--- src/rtl/spmv_pkg.sv ---
// Shared SpMV element-width encodings and helpers used by the Yi pack/unpack stages.
package spmv_pkg;

    localparam logic [1:0] YI_W16 = 2'd0;
    localparam logic [1:0] YI_W32 = 2'd1;
    localparam logic [1:0] YI_W64 = 2'd2;

    // Width codes 3..7 are reserved and behave as 64-bit.
    function automatic logic [1:0] norm_mode(input logic [2:0] m);
        return (m > 3'd2) ? YI_W64 : m[1:0];
    endfunction

    function automatic logic [2:0] lanes_of(input logic [1:0] mode);
        case (mode)
            YI_W16:  return 3'd4;
            YI_W32:  return 3'd2;
            default: return 3'd1;
        endcase
    endfunction

    function automatic logic [63:0] ext_elem(input logic [63:0] d, input logic [1:0] mode, input bit sgn);
        case (mode)
            YI_W16:  return sgn ? {{48{d[15]}}, d[15:0]} : {48'b0, d[15:0]};
            YI_W32:  return sgn ? {{32{d[31]}}, d[31:0]} : {32'b0, d[31:0]};
            default: return d;
        endcase
    endfunction

endpackage

--- src/rtl/data_unpack_if.sv ---
// Word-in / element-out handshake bundle for the Yi unpacker.
interface data_unpack_if;
    logic [2:0]  ctrl_sig_yi;
    logic        in_valid;
    logic [63:0] in_data;
    logic [2:0]  in_num;
    logic        in_last;
    logic        in_ready;
    logic        out_valid;
    logic [63:0] out_data;
    logic        out_last;
    logic        out_ready;
    logic        busy;

    modport slave (
        input  ctrl_sig_yi, in_valid, in_data, in_num, in_last, out_ready,
        output in_ready, out_valid, out_data, out_last, busy
    );

    modport master (
        output ctrl_sig_yi, in_valid, in_data, in_num, in_last, out_ready,
        input  in_ready, out_valid, out_data, out_last, busy
    );
endinterface

--- src/rtl/data_unpack_lane_sel.sv ---
// Picks lane idx out of the held word and right-aligns/extends it to 64 bits.
module data_unpack_lane_sel
    import spmv_pkg::*;
#(
    parameter bit SIGN_EXT = 1'b0
) (
    input  logic [63:0] buf_i,
    input  logic [1:0]  mode_i,
    input  logic [1:0]  idx_i,
    output logic [63:0] elem_o
);
    logic [63:0] shifted;

    always_comb begin
        shifted = buf_i;
        case (mode_i)
            YI_W16:  shifted = buf_i >> {idx_i, 4'b0000};
            YI_W32:  shifted = buf_i >> {idx_i[0], 5'b00000};
            default: shifted = buf_i;
        endcase
        elem_o = ext_elem(shifted, mode_i, SIGN_EXT);
    end
endmodule

--- src/rtl/data_unpack.sv ---
// Yi element unpacker: holds one packed 64-bit word and streams its elements one per beat.
module data_unpack
    import spmv_pkg::*;
#(
    parameter bit SIGN_EXT = 1'b0
) (
    input  logic          clk,
    input  logic          rstn,
    data_unpack_if.slave  bus
);
    localparam logic [0:0] IDLE = 1'b0;
    localparam logic [0:0] EMIT = 1'b1;

    logic [0:0]  state_q, state_d;
    logic [63:0] buf_q, buf_d;
    logic [1:0]  mode_q, mode_d;
    logic [1:0]  idx_q, idx_d;
    logic [2:0]  rem_q, rem_d;
    logic        lastf_q, lastf_d;

    logic [1:0]  mode_in;
    logic [2:0]  lanes_in, eff_in;
    logic        in_ready, accept, elem_hs, final_elem;
    logic [63:0] elem;

    assign mode_in  = norm_mode(bus.ctrl_sig_yi);
    assign lanes_in = lanes_of(mode_in);
    assign eff_in   = (bus.in_num == 3'd0 || bus.in_num > lanes_in) ? lanes_in : bus.in_num;

    // Refill in the same cycle the final element leaves; this path is combinational on out_ready.
    assign final_elem = (state_q == EMIT) && (rem_q == 3'd1);
    assign in_ready   = (state_q == IDLE) || (final_elem && bus.out_ready);
    assign accept     = bus.in_valid && in_ready;
    assign elem_hs    = (state_q == EMIT) && bus.out_ready;

    always_comb begin
        state_d = state_q;
        buf_d   = buf_q;
        mode_d  = mode_q;
        idx_d   = idx_q;
        rem_d   = rem_q;
        lastf_d = lastf_q;
        if (elem_hs) begin
            if (rem_q > 3'd1) begin
                idx_d = idx_q + 2'd1;
                rem_d = rem_q - 3'd1;
            end else begin
                state_d = IDLE;
            end
        end
        if (accept) begin
            state_d = EMIT;
            buf_d   = bus.in_data;
            mode_d  = mode_in;
            idx_d   = 2'd0;
            rem_d   = eff_in;
            lastf_d = bus.in_last;
        end
    end

    always_ff @(posedge clk) begin
        if (!rstn) begin
            state_q <= IDLE;
            mode_q  <= YI_W16;
            idx_q   <= 2'd0;
            rem_q   <= 3'd0;
            lastf_q <= 1'b0;
        end else begin
            state_q <= state_d;
            mode_q  <= mode_d;
            idx_q   <= idx_d;
            rem_q   <= rem_d;
            lastf_q <= lastf_d;
        end
    end

    always_ff @(posedge clk) begin
        buf_q <= buf_d;
    end

    data_unpack_lane_sel #(.SIGN_EXT(SIGN_EXT)) u_lane_sel (
        .buf_i  (buf_q),
        .mode_i (mode_q),
        .idx_i  (idx_q),
        .elem_o (elem)
    );

    assign bus.in_ready  = in_ready;
    assign bus.out_valid = (state_q == EMIT);
    assign bus.out_data  = elem;
    assign bus.out_last  = final_elem && lastf_q;
    assign bus.busy      = (state_q == EMIT);
endmodule

--- src/flat_wrapper.sv ---
// flat-port wrapper written by rule: the top's interface ports become plain ports
module data_unpack_flat import spmv_pkg::*;
#(
    parameter bit SIGN_EXT = 1'b0
)
  (clk, rstn, bus_ctrl_sig_yi, bus_in_valid, bus_in_data, bus_in_num, bus_in_last, bus_out_ready, bus_in_ready, bus_out_valid, bus_out_data, bus_out_last, bus_busy);
  data_unpack_if bus_i ();
  input  logic clk;
  input  logic rstn;
  input wire logic [$bits(bus_i.ctrl_sig_yi)-1:0] bus_ctrl_sig_yi;
  input wire logic [$bits(bus_i.in_valid)-1:0] bus_in_valid;
  input wire logic [$bits(bus_i.in_data)-1:0] bus_in_data;
  input wire logic [$bits(bus_i.in_num)-1:0] bus_in_num;
  input wire logic [$bits(bus_i.in_last)-1:0] bus_in_last;
  input wire logic [$bits(bus_i.out_ready)-1:0] bus_out_ready;
  output wire logic [$bits(bus_i.in_ready)-1:0] bus_in_ready;
  output wire logic [$bits(bus_i.out_valid)-1:0] bus_out_valid;
  output wire logic [$bits(bus_i.out_data)-1:0] bus_out_data;
  output wire logic [$bits(bus_i.out_last)-1:0] bus_out_last;
  output wire logic [$bits(bus_i.busy)-1:0] bus_busy;
  assign bus_i.ctrl_sig_yi = bus_ctrl_sig_yi;
  assign bus_i.in_valid = bus_in_valid;
  assign bus_i.in_data = bus_in_data;
  assign bus_i.in_num = bus_in_num;
  assign bus_i.in_last = bus_in_last;
  assign bus_i.out_ready = bus_out_ready;
  assign bus_in_ready = bus_i.in_ready;
  assign bus_out_valid = bus_i.out_valid;
  assign bus_out_data = bus_i.out_data;
  assign bus_out_last = bus_i.out_last;
  assign bus_busy = bus_i.busy;
  data_unpack #(.SIGN_EXT(SIGN_EXT)) u_core (.clk(clk), .rstn(rstn), .bus(bus_i));
endmodule
--- config.mk ---
export PLATFORM = sky130hd
export DESIGN_NAME = data_unpack_flat
export DESIGN_NICKNAME = d
export VERILOG_FILES = /design/src/rtl/spmv_pkg.sv /design/src/rtl/data_unpack_if.sv /design/src/rtl/data_unpack_lane_sel.sv /design/src/rtl/data_unpack.sv /design/src/flat_wrapper.sv
export SDC_FILE = /design/constraint.sdc
export NUM_CORES = 1
export LEC_CHECK = 0
export CORE_MARGIN = 5
export CORE_UTILIZATION = 48
export CTS_CLUSTER_SIZE = 16
export DETAILED_ROUTE_END_ITERATION = 10
export HOLD_SLACK_MARGIN = 0.12
export MAX_ROUTING_LAYER = met4
export PLACE_DENSITY = 0.9
export SYNTH_ARGS = -nofsm -noshare
export SYNTH_HDL_FRONTEND = slang
export SYNTH_SLANG_ARGS = --single-unit
--- constraint.sdc ---
create_clock -name clk -period 5.2 [get_ports clk]
set_input_delay 0.52 -clock clk [delete_from_list [all_inputs] [get_ports clk]]
set_output_delay 0.52 -clock clk [all_outputs]
set_load 0.01 [all_outputs]
Word-level counts from Yosys, hierarchy flattened
Cells that the tools add are included.

Equality and inequality tests: 4. Reduce and logical (&&, ||, !) cells: 16. Multiplexer cells: 11. Magnitude comparators: 3. Add/sub/neg operators: 2. Shift-type cells: 2. Bitwise gates (word level): 2.

Operator list (count): $pmux 64 s2 (2); $shr 64x6->64 (2); $mux 3 (4); $pmux 3 s2 (1); $reduce_and 2->1 (3); $logic_and 1x1->1 (5); $eq 2x1->1 const B (2); $logic_not 2->1 (2); $reduce_bool 2->1 (2); $eq 3x1->1 const B (1); $gt 3x1->1 const B (1); $gt 3x2->1 const B (1); $gt 3x3->1 (1); $logic_not 3->1 (1); $mux 1 (3); $sub 3x1->3 const B (1); $add 2x1->2 const B (1); $logic_or 1x1->1 (2); $mux 2 (1); $ne 2x1->1 const B (1); $not 1->1 (2); $reduce_or 2->1 (1).

Bits of input ports: 75. Output and inout port bits: 68. Logic and storage cells: 46. Register bits: 73.

Logic depth before layout (Yosys ltp)
Gate-level depths: netlist of the first run.

Depth in word-level cells: 8. Gate-level depth with buffers: 7.

By module
From an unflattened synthesis of the first run, not the netlist that was laid out.

Cells, all modules: 292. Area, all modules: 3654.8 µm².

By module, submodules not included: data_unpack (instances 1, cells an instance 137, area each 2526.2 µm²); data_unpack_lane_sel (instances 1, cells an instance 155, area each 1128.6 µm²).

Worst setup path before layout of the first run
Ideal clock, no wire load.

Path type: input-to-reg. From: input port bus_ctrl_sig_yi[1]. To: register u_core.rem_q[0]. Setup slack: 3.040 ns. Cell stages on the path: 6. Arrival: 2.036 ns. Buffers on the path: 0. Path through: or3b_2 -> ha_1 -> and3_1 -> a21o_1 -> a221oi_1 -> o22ai_1.

Longest elaborated chain between the ends: 8. Elaborated cells between the ends (all ways): 9.

Ends and longest elaborated chain: start, declared (RTL line flat_wrapper.sv:10) `input wire logic [$bits(bus_i.ctrl_sig_yi)-1:0] bus_ctrl_sig_yi;`; $gt 3x2->1 (RTL line spmv_pkg.sv:10) `return (m > 3'd2) ? YI_W64 : m[1:0];`; $mux 2 * (RTL line spmv_pkg.sv:10); $eq 2x1->1 / $logic_not 2->1 (equally long branches) (RTL line spmv_pkg.sv:14) `case (mode)`; $pmux 3 s2 * (RTL line spmv_pkg.sv:14); $gt 3x3->1 (RTL line data_unpack.sv:28) `assign eff_in = (bus.in_num == 3'd0 || bus.in_num > lanes_in) ? lanes_in : bus.in_num;`; $logic_or 1x1->1 (RTL line data_unpack.sv:28); $mux 3 * (RTL line data_unpack.sv:28); $mux 3 * (RTL line data_unpack.sv:51) `if (accept) begin`; end signal, assigned (RTL line data_unpack.sv:72) `rem_q <= rem_d;`; end, declared (RTL line data_unpack.sv:18) `logic [2:0] rem_q, rem_d;`.

Every way passes the cells marked *; elsewhere a longest branch is shown, timed or not. A chain may end at the register's enable or synchronous reset.

Final worst setup path of the first run
From: register u_core.mode_q[0]. To: output port bus_out_data[3].

Longest elaborated chain between the ends: 3. Elaborated cells between the ends (all ways): 4.

Ends and longest elaborated chain: start, declared (RTL line data_unpack.sv:16) `logic [1:0] mode_q, mode_d;`; start signal, assigned (RTL line data_unpack.sv:70) `mode_q <= mode_d;`; $eq 2x1->1 / $logic_not 2->1 (equally long branches) (RTL line data_unpack_lane_sel.sv:16) `case (mode_i)`; $pmux 64 s2 * (RTL line data_unpack_lane_sel.sv:16); $pmux 64 s2 * (RTL line spmv_pkg.sv:22) `case (mode)`; end, declared (RTL line flat_wrapper.sv:18) `output wire logic [$bits(bus_i.out_data)-1:0] bus_out_data;`.

Marked as above.

==> impl_metrics.py, run 1 <==
metrics = {
    "timing": {
        "skew_ps": 8.941,
        "final-hold-violation-count": 0,
        "setup_violations": 0,
        "post-route-min-period_ps": 3646,
        "max_freq_mhz": 274.3,
        "worstMarginPinSlew_ps": 1161,
        "rsz0062_at_grt": "false",
        "slew-limit-headroom_pct": 22.42,
        "setup_tns_ps": 0,
        "slew_viol_final": 0,
        "period_share_pct": 70.11,
    },
    "finish": {
        "fin_nets": 553,
        "fin_area_sq_um": 5535,
        "filler_cell_count": 569,
        "fin_util_pct": 70.90,
        "layout-drive-gt1-share_pct": 10.25,
        "diodes": 0,
        "instances_no_fill": 580,
        "syn2layout_area_growth_pct": 42.48,
    },
    "global_route": {
        "grt_pass1_vias": 3144,
        "grt_pass1_wl_um": 15820,
        "grt_util_all_layers_pct": 20.95,
        "grt_max_degree": 75,
        "overflow": 0,
        "antenna_found_initial": 0,
    },
    "worst_setup_path": {
        "path_class": "flip-flop to output port",
        "crit_fanout": 20,
        "crit_required_ps": 4680,
        "arrival_ps": 3130,
        "cp-start-kind": "flip-flop",
        "endpoint_kind": "output port",
    },
    "power": {
        "finalPower_mw": 1.475,
        "leakagePower_nw": 2.008,
        "powerDensity_nw_per_um2": 266.5,
        "ir_worst_vdd_mv": 0.1610,
    },
    "drt": {
        "vias": 3151,
        "first_pass_iters": 4,
        "drt_iter0_markers": 147,
        "wire_per_inst_um": 17.82,
        "ant_nets": 0,
        "drc_errors": 0,
        "vias_per_cell": 5.433,
        "wl_um": 10340,
    },
    "clock_tree": {
        "ctsResizeCount": 0,
        "clkTransAtPathRegs_ps": 70,
        "cts_tree": "done",
        "clockRootBuffer": "clkbuf_8",
        "cts.sinks": 73,
        "cts_made_buffers": 9,
        "cts_max_level": 3,
        "post_cts_buffers": 0,
        "cts_max_path_buffers": 2,
        "ctsHoldBuffers": 0,
        "clk_latency_ps": 340,
    },
    "worst_hold_path": {
        "hold_class": "flip-flop to flip-flop",
    },
    "floorplan": {
        "core_area_sq_um": 7807,
        "die-height_um": 99.97,
        "dieArea_sq_um": 9993,
        "io_pins": 143,
        "start_util_pct": 49.76,
        "num_rows": 32,
        "die_w_um": 99.97,
    },
    "outcome": {
        "outcome": "finished, final reports clean",
    },
    "placed_design": {
        "place_area_sq_um": 5326,
        "gp_congestion": 0.8546,
        "hpwl_um": 7391,
        "place_inst": 564,
        "io_buffers": 142,
    },
    "yosys": {
        "ys_ff_latch": 73,
        "synth-edff-count": 64,
        "synth_cell_types": 48,
        "synthFlopType": "edfxtp_1",
        "yosys.area.top_type": "edfxtp_1",
        "synth_most_common_cell": "edfxtp_1",
        "synth_top_area_share_pct": 49.47,
        "synth-seq-area-share_pct": 54.11,
        "synth.top_cells.by_count": "edfxtp_1, nand2_1, and2_1",
        "synth-async-reset-ratio_pct": 0,
        "synth_area_sq_um": 3885,
        "synth_cells": 341,
        "yosysWarnings": 0,
        "avgSynthCellArea_sq_um": 11.39,
        "ys_top_cells_by_area": "edfxtp_1, a22o_1, and2_1, dfxtp_1, nand2_1",
        "synth_nets": 421,
    },
    "run": {
        "drv_cap": 0,
    },
}
per-stage QoR:
step | hold slack (ps) | setup slack (ps)
floorplan | 452.6 | 3040
global placement | 474.8 | 2017
detailed placement | 503.8 | 1944
CTS | 521.2 | 1567
global route | 589.3 | 1382
finish | 512.2 | 1554
layout by cell type (no fill, tap or decap), types with 2 or more instances in the layout:
cell type	instances
clkdlybuf4s50_1	142
edfxtp_1	64
nand2_1	36
and2_1	33
a22o_1	30
inv_1	21
o21ai_0	20
o21ai_1	10
mux2_2	9
clkbuf_8	9
nor2_1	8
a22oi_1	8
dfxtp_1	8
mux2_4	6
a22oi_2	6
a21oi_1	5
ha_1	5
nor2b_1	4
o22ai_1	4
nand2b_1	3
mux2i_1	3
buf_4	3
nand3b_1	2
nor2b_2	2
or3b_2	2
a2bb2oi_1	2
a21o_1	2
nand3_1	2
a211oi_1	2
xor2_1	2
nor3_1	2
a221oi_1	2
clkinv_1	2
bufinv_16	2
report_power, final:
part | switching (mW) | total (mW) | internal [mW]
Clock | 0.205 | 0.473 | 0.268
Sequential | 0.0415 | 0.730 | 0.688
Combinational | 0.110 | 0.273 | 0.162
layout make-up:
type                            count  area [sq um]  area share, %
Sequential cell                    73          2103          38.00
Multi-Input combinational cell    222          1569          28.35
Timing Repair Buffer              145          1444          26.08
Clock buffer                       10         127.6          2.306
Tap cell                          102         127.6          2.306
Inverter                           22         82.58          1.492
Clock inverter                      6         81.33          1.469
cell families after synthesis:
logic type | synth area share [%]
multiplexers | 5.701
flip-flops | 54.11
adder cells (fa/ha/maj) | 1.610
AND/OR/NAND/NOR | 13.37
buffers and inverters | 5.861
AO/OA/AOI/OAI | 18.68
XOR/XNOR | 0.6765
path summary, 6_finish.rpt:
check                                      start               to  slack [ps]  cells after the start
worst max-delay path            u_core.mode_q[0]  bus_out_data[3]        1550                      5
worst min-delay path              u_core.lastf_q   u_core.lastf_q         510                      2
worst max register to register   u_core.rem_q[1]  u_core.rem_q[1]        3040                      7
worst min register to register    u_core.lastf_q   u_core.lastf_q         510                      2
critical path, cell delays in order (launching register included):
cell and delay, ps:
dfxtp_1 820, nor2b_2 330, and2_1 630, a22oi_1 190, o21ai_1 200, clkdlybuf4s50_1 610
registers in the layout (all words and copies together), names as in the netlist:
signal,cells
u_core.lastf_q,1
u_core.bus.busy,1
u_core.mode_q,2
u_core.buf_q,64
u_core.rem_q,3
u_core.idx_q,2
metal layers:
| metal | wire length [um] | vias up | part of all wire [%] | GRT usage [%] |
|---|---|---|---|---|
| met4 | 179 | 0 | 1.7 | 7.563 |
| met3 | 700 | 12 | 6.8 | 4.726 |
| met1 | 4134 | 1499 | 40 | 24.69 |
| li1 | - | 1507 | - | - |
| met5 | 0 | - | 0 | - |
| met2 | 5323 | 133 | 51 | 35.20 |
Note: power is estimated with default switching activity, not from simulation.
==> inputs of run 2 (changes only) <==
--- a/config.mk
+++ b/config.mk
@@ -6,12 +6,12 @@
 export NUM_CORES = 1
 export LEC_CHECK = 0
 export CORE_MARGIN = 5
-export CORE_UTILIZATION = 48
+export CORE_UTILIZATION = 41
 export CTS_CLUSTER_SIZE = 16
 export DETAILED_ROUTE_END_ITERATION = 10
 export HOLD_SLACK_MARGIN = 0.12
 export MAX_ROUTING_LAYER = met4
-export PLACE_DENSITY = 0.9
+export PLACE_DENSITY = 0.82
 export SYNTH_ARGS = -nofsm -noshare
 export SYNTH_HDL_FRONTEND = slang
 export SYNTH_SLANG_ARGS = --single-unit
==> constraint.sdc (replaced) <==
create_clock -name clk -period 3 [get_ports clk]
set_input_delay 0.3 -clock clk [delete_from_list [all_inputs] [get_ports clk]]
set_output_delay 0.3 -clock clk [all_outputs]
set_load 0.01 [all_outputs]
==> run 2 against run 1 <==
Net effect:
- final cell count rose by 6.2%
- clock-buffer cell count is the same
- sequential share of layout area shrank 0.62 points
- via count rose by 1.9%
- worst hold slack worse by 10 ps
==> impl_metrics.py, run 2 (synthesis results as in run 1) <==
metrics = {
    "worst_setup_path": {
        "r2r-end": "u_core.rem_q[1]",
        "path_class": "flip-flop to output port",
        "endpoint_kind": "output port",
        "cp-start-kind": "flip-flop",
        "crit_required_ps": 2700,
        "r2r_cells": 7,
        "r2r_slack_ps": 1250,
        "crit_fanout": 22,
        "r2r-start": "u_core.rem_q[1]",
        "arrival_ps": 2520,
    },
    "power": {
        "switchingPower_mw": 0.6349,
        "seq_power_share_pct": 50.0,
        "switching_share_pct": 25.45,
        "clock_power_share_pct": 30.0,
        "intPower_mw": 1.859,
        "power_frac_comb_pct": 20.0,
        "powerDensity_nw_per_um2": 443.3,
        "leakagePower_nw": 2.044,
        "ir_worst_vdd_mv": 0.2723,
    },
    "timing": {
        "period_share_pct": 93.85,
        "skew_ps": 9.859,
        "max_freq_mhz": 355.2,
        "final-hold-violation-count": 0,
        "worstMarginPinSlew_ps": 847.6,
        "rsz0062_at_grt": "false",
        "slew_viol_final": 0,
        "setup_violations": 0,
        "post-route-min-period_ps": 2816,
        "setup_tns_ps": 0,
        "slew-limit-headroom_pct": 43.24,
    },
    "clock_tree": {
        "cts_max_level": 3,
        "ctsResizeCount": 0,
        "cts_max_path_buffers": 2,
        "clkTransAtPathRegs_ps": 80,
        "ctsHoldBuffers": 0,
        "post_cts_buffers": 0,
        "cts.sinks": 73,
        "cts_tree": "done",
        "clk_latency_ps": 340,
        "cts_made_buffers": 9,
        "clockRootBuffer": "clkbuf_8",
    },
    "placed_design": {
        "io_buffers": 142,
        "gp_congestion": 0.8895,
        "hpwl_um": 7895,
        "place_area_sq_um": 5440,
    },
    "global_route": {
        "antenna_found_initial": 0,
        "grt_pass1_wl_um": 17310,
        "grt_pass1_vias": 3478,
        "grt_util_all_layers_pct": 19.54,
        "overflow": 0,
        "grt_max_degree": 75,
    },
    "finish": {
        "diodes": 0,
        "top_register": "u_core.buf_q",
        "reg.largest.list": "u_core.buf_q: 64 flops, u_core.rem_q: 3 flops",
        "fin_nets": 562,
        "mostFrequentLayoutCells": "clkdlybuf4s50_1, edfxtp_1, nand2_1",
        "layout-drive-gt1-share_pct": 11.91,
        "syn2layout_area_growth_pct": 44.83,
        "fin_area_sq_um": 5627,
        "mostFrequentLayoutCell": "clkdlybuf4s50_1",
        "largest_reg_flops": 64,
    },
    "drt": {
        "drt_iter0_markers": 165,
        "first_pass_iters": 4,
        "wl_um": 11030,
        "drc_errors": 0,
        "wire_per_inst_um": 17.91,
        "vias_per_cell": 5.214,
        "vias": 3212,
        "ant_nets": 0,
    },
    "floorplan": {
        "num_rows": 35,
        "die_w_um": 107.3,
        "io_pins": 143,
        "core_area_sq_um": 9240,
        "start_util_pct": 42.04,
        "die-height_um": 107.3,
        "dieArea_sq_um": 11520,
    },
    "worst_hold_path": {
        "hold_path_startpoint": "u_core.lastf_q",
        "whs_path_depth": 2,
        "min_to": "u_core.lastf_q",
        "hold_class": "flip-flop to flip-flop",
    },
    "run": {
        "drv_cap": 0,
    },
    "outcome": {
        "outcome": "finished, final reports clean",
    },
}
==> run 2: cell type report <==
| class | count | area (sq um) |
|---|---|---|
| clock buffers | 10 | 127.6 |
| clock inverters | 6 | 58.81 |
| fillers | 779 | 3613 |
| inverters | 22 | 82.58 |
| multi-input cells | 222 | 1569 |
| flip-flops and latches | 73 | 2103 |
| well taps | 129 | 161.4 |
| repair buffers | 154 | 1524 |
==> run 2: metal layers <==
layer	global-route usage, %	up-vias	routed length [um]
met1	21.57	1533	4459
met5	-	-	0
met2	36.06	138	5810
met3	3.239	11	633
met4	5.951	0	130
li1	-	1530	-
==> run 2: power groups by stage <==
| stage | Combinational, mW | Clock (mW) | Sequential [mW] |
|---|---|---|---|
| after floorplan | 0.228 | 0 | 1.25 |
| after global placement | 0.488 | 0 | 1.26 |
| after detailed placement | 0.502 | 0 | 1.27 |
| after CTS | 0.503 | 0.765 | 1.25 |
| after global routing | 0.537 | 0.810 | 1.26 |
| final | 0.500 | 0.747 | 1.25 |
==> run 2: worst max path at each step <==
stage                  startpoint              end  slack, ps  cells past startpoint
3_5_place_dp   bus_ctrl_sig_yi[0]  u_core.rem_q[1]        430                      7
5_1_grt          u_core.mode_q[1]  bus_out_data[1]         30                      7
6_report         u_core.mode_q[1]  bus_out_data[0]        180                      7
3_3_place_gp   bus_ctrl_sig_yi[0]  u_core.rem_q[0]        530                      7
4_1_cts          u_core.mode_q[1]  bus_out_data[3]        170                      7
2_1_floorplan  bus_ctrl_sig_yi[1]  u_core.rem_q[0]       1060                      6
==> run 2: worst max-delay path, stage by stage, from the launching register on <==
cell and delay [ps]:
dfxtp_2 570, buf_4 310, nor2b_2 90, and2_1 160, buf_4 200, a22oi_1 220
o21ai_0 110, clkdlybuf4s50_1 510
==> run 2: metrics by stage <==
stage          setup slack (ps)  power, mW  utilization [%]  hold WS (ps)  cells
2_1_floorplan              1060      1.475                -         398.9    341
3_3_place_gp              533.6      1.751            58.88         473.7    600
3_5_place_dp              427.5      1.771            58.88         494.8    600
4_1_cts                   172.6      2.515            60.89         500.1    616
5_1_grt                   25.07      2.604            60.89         500.2    616
6_report                  184.4      2.494            60.89         501.8    616
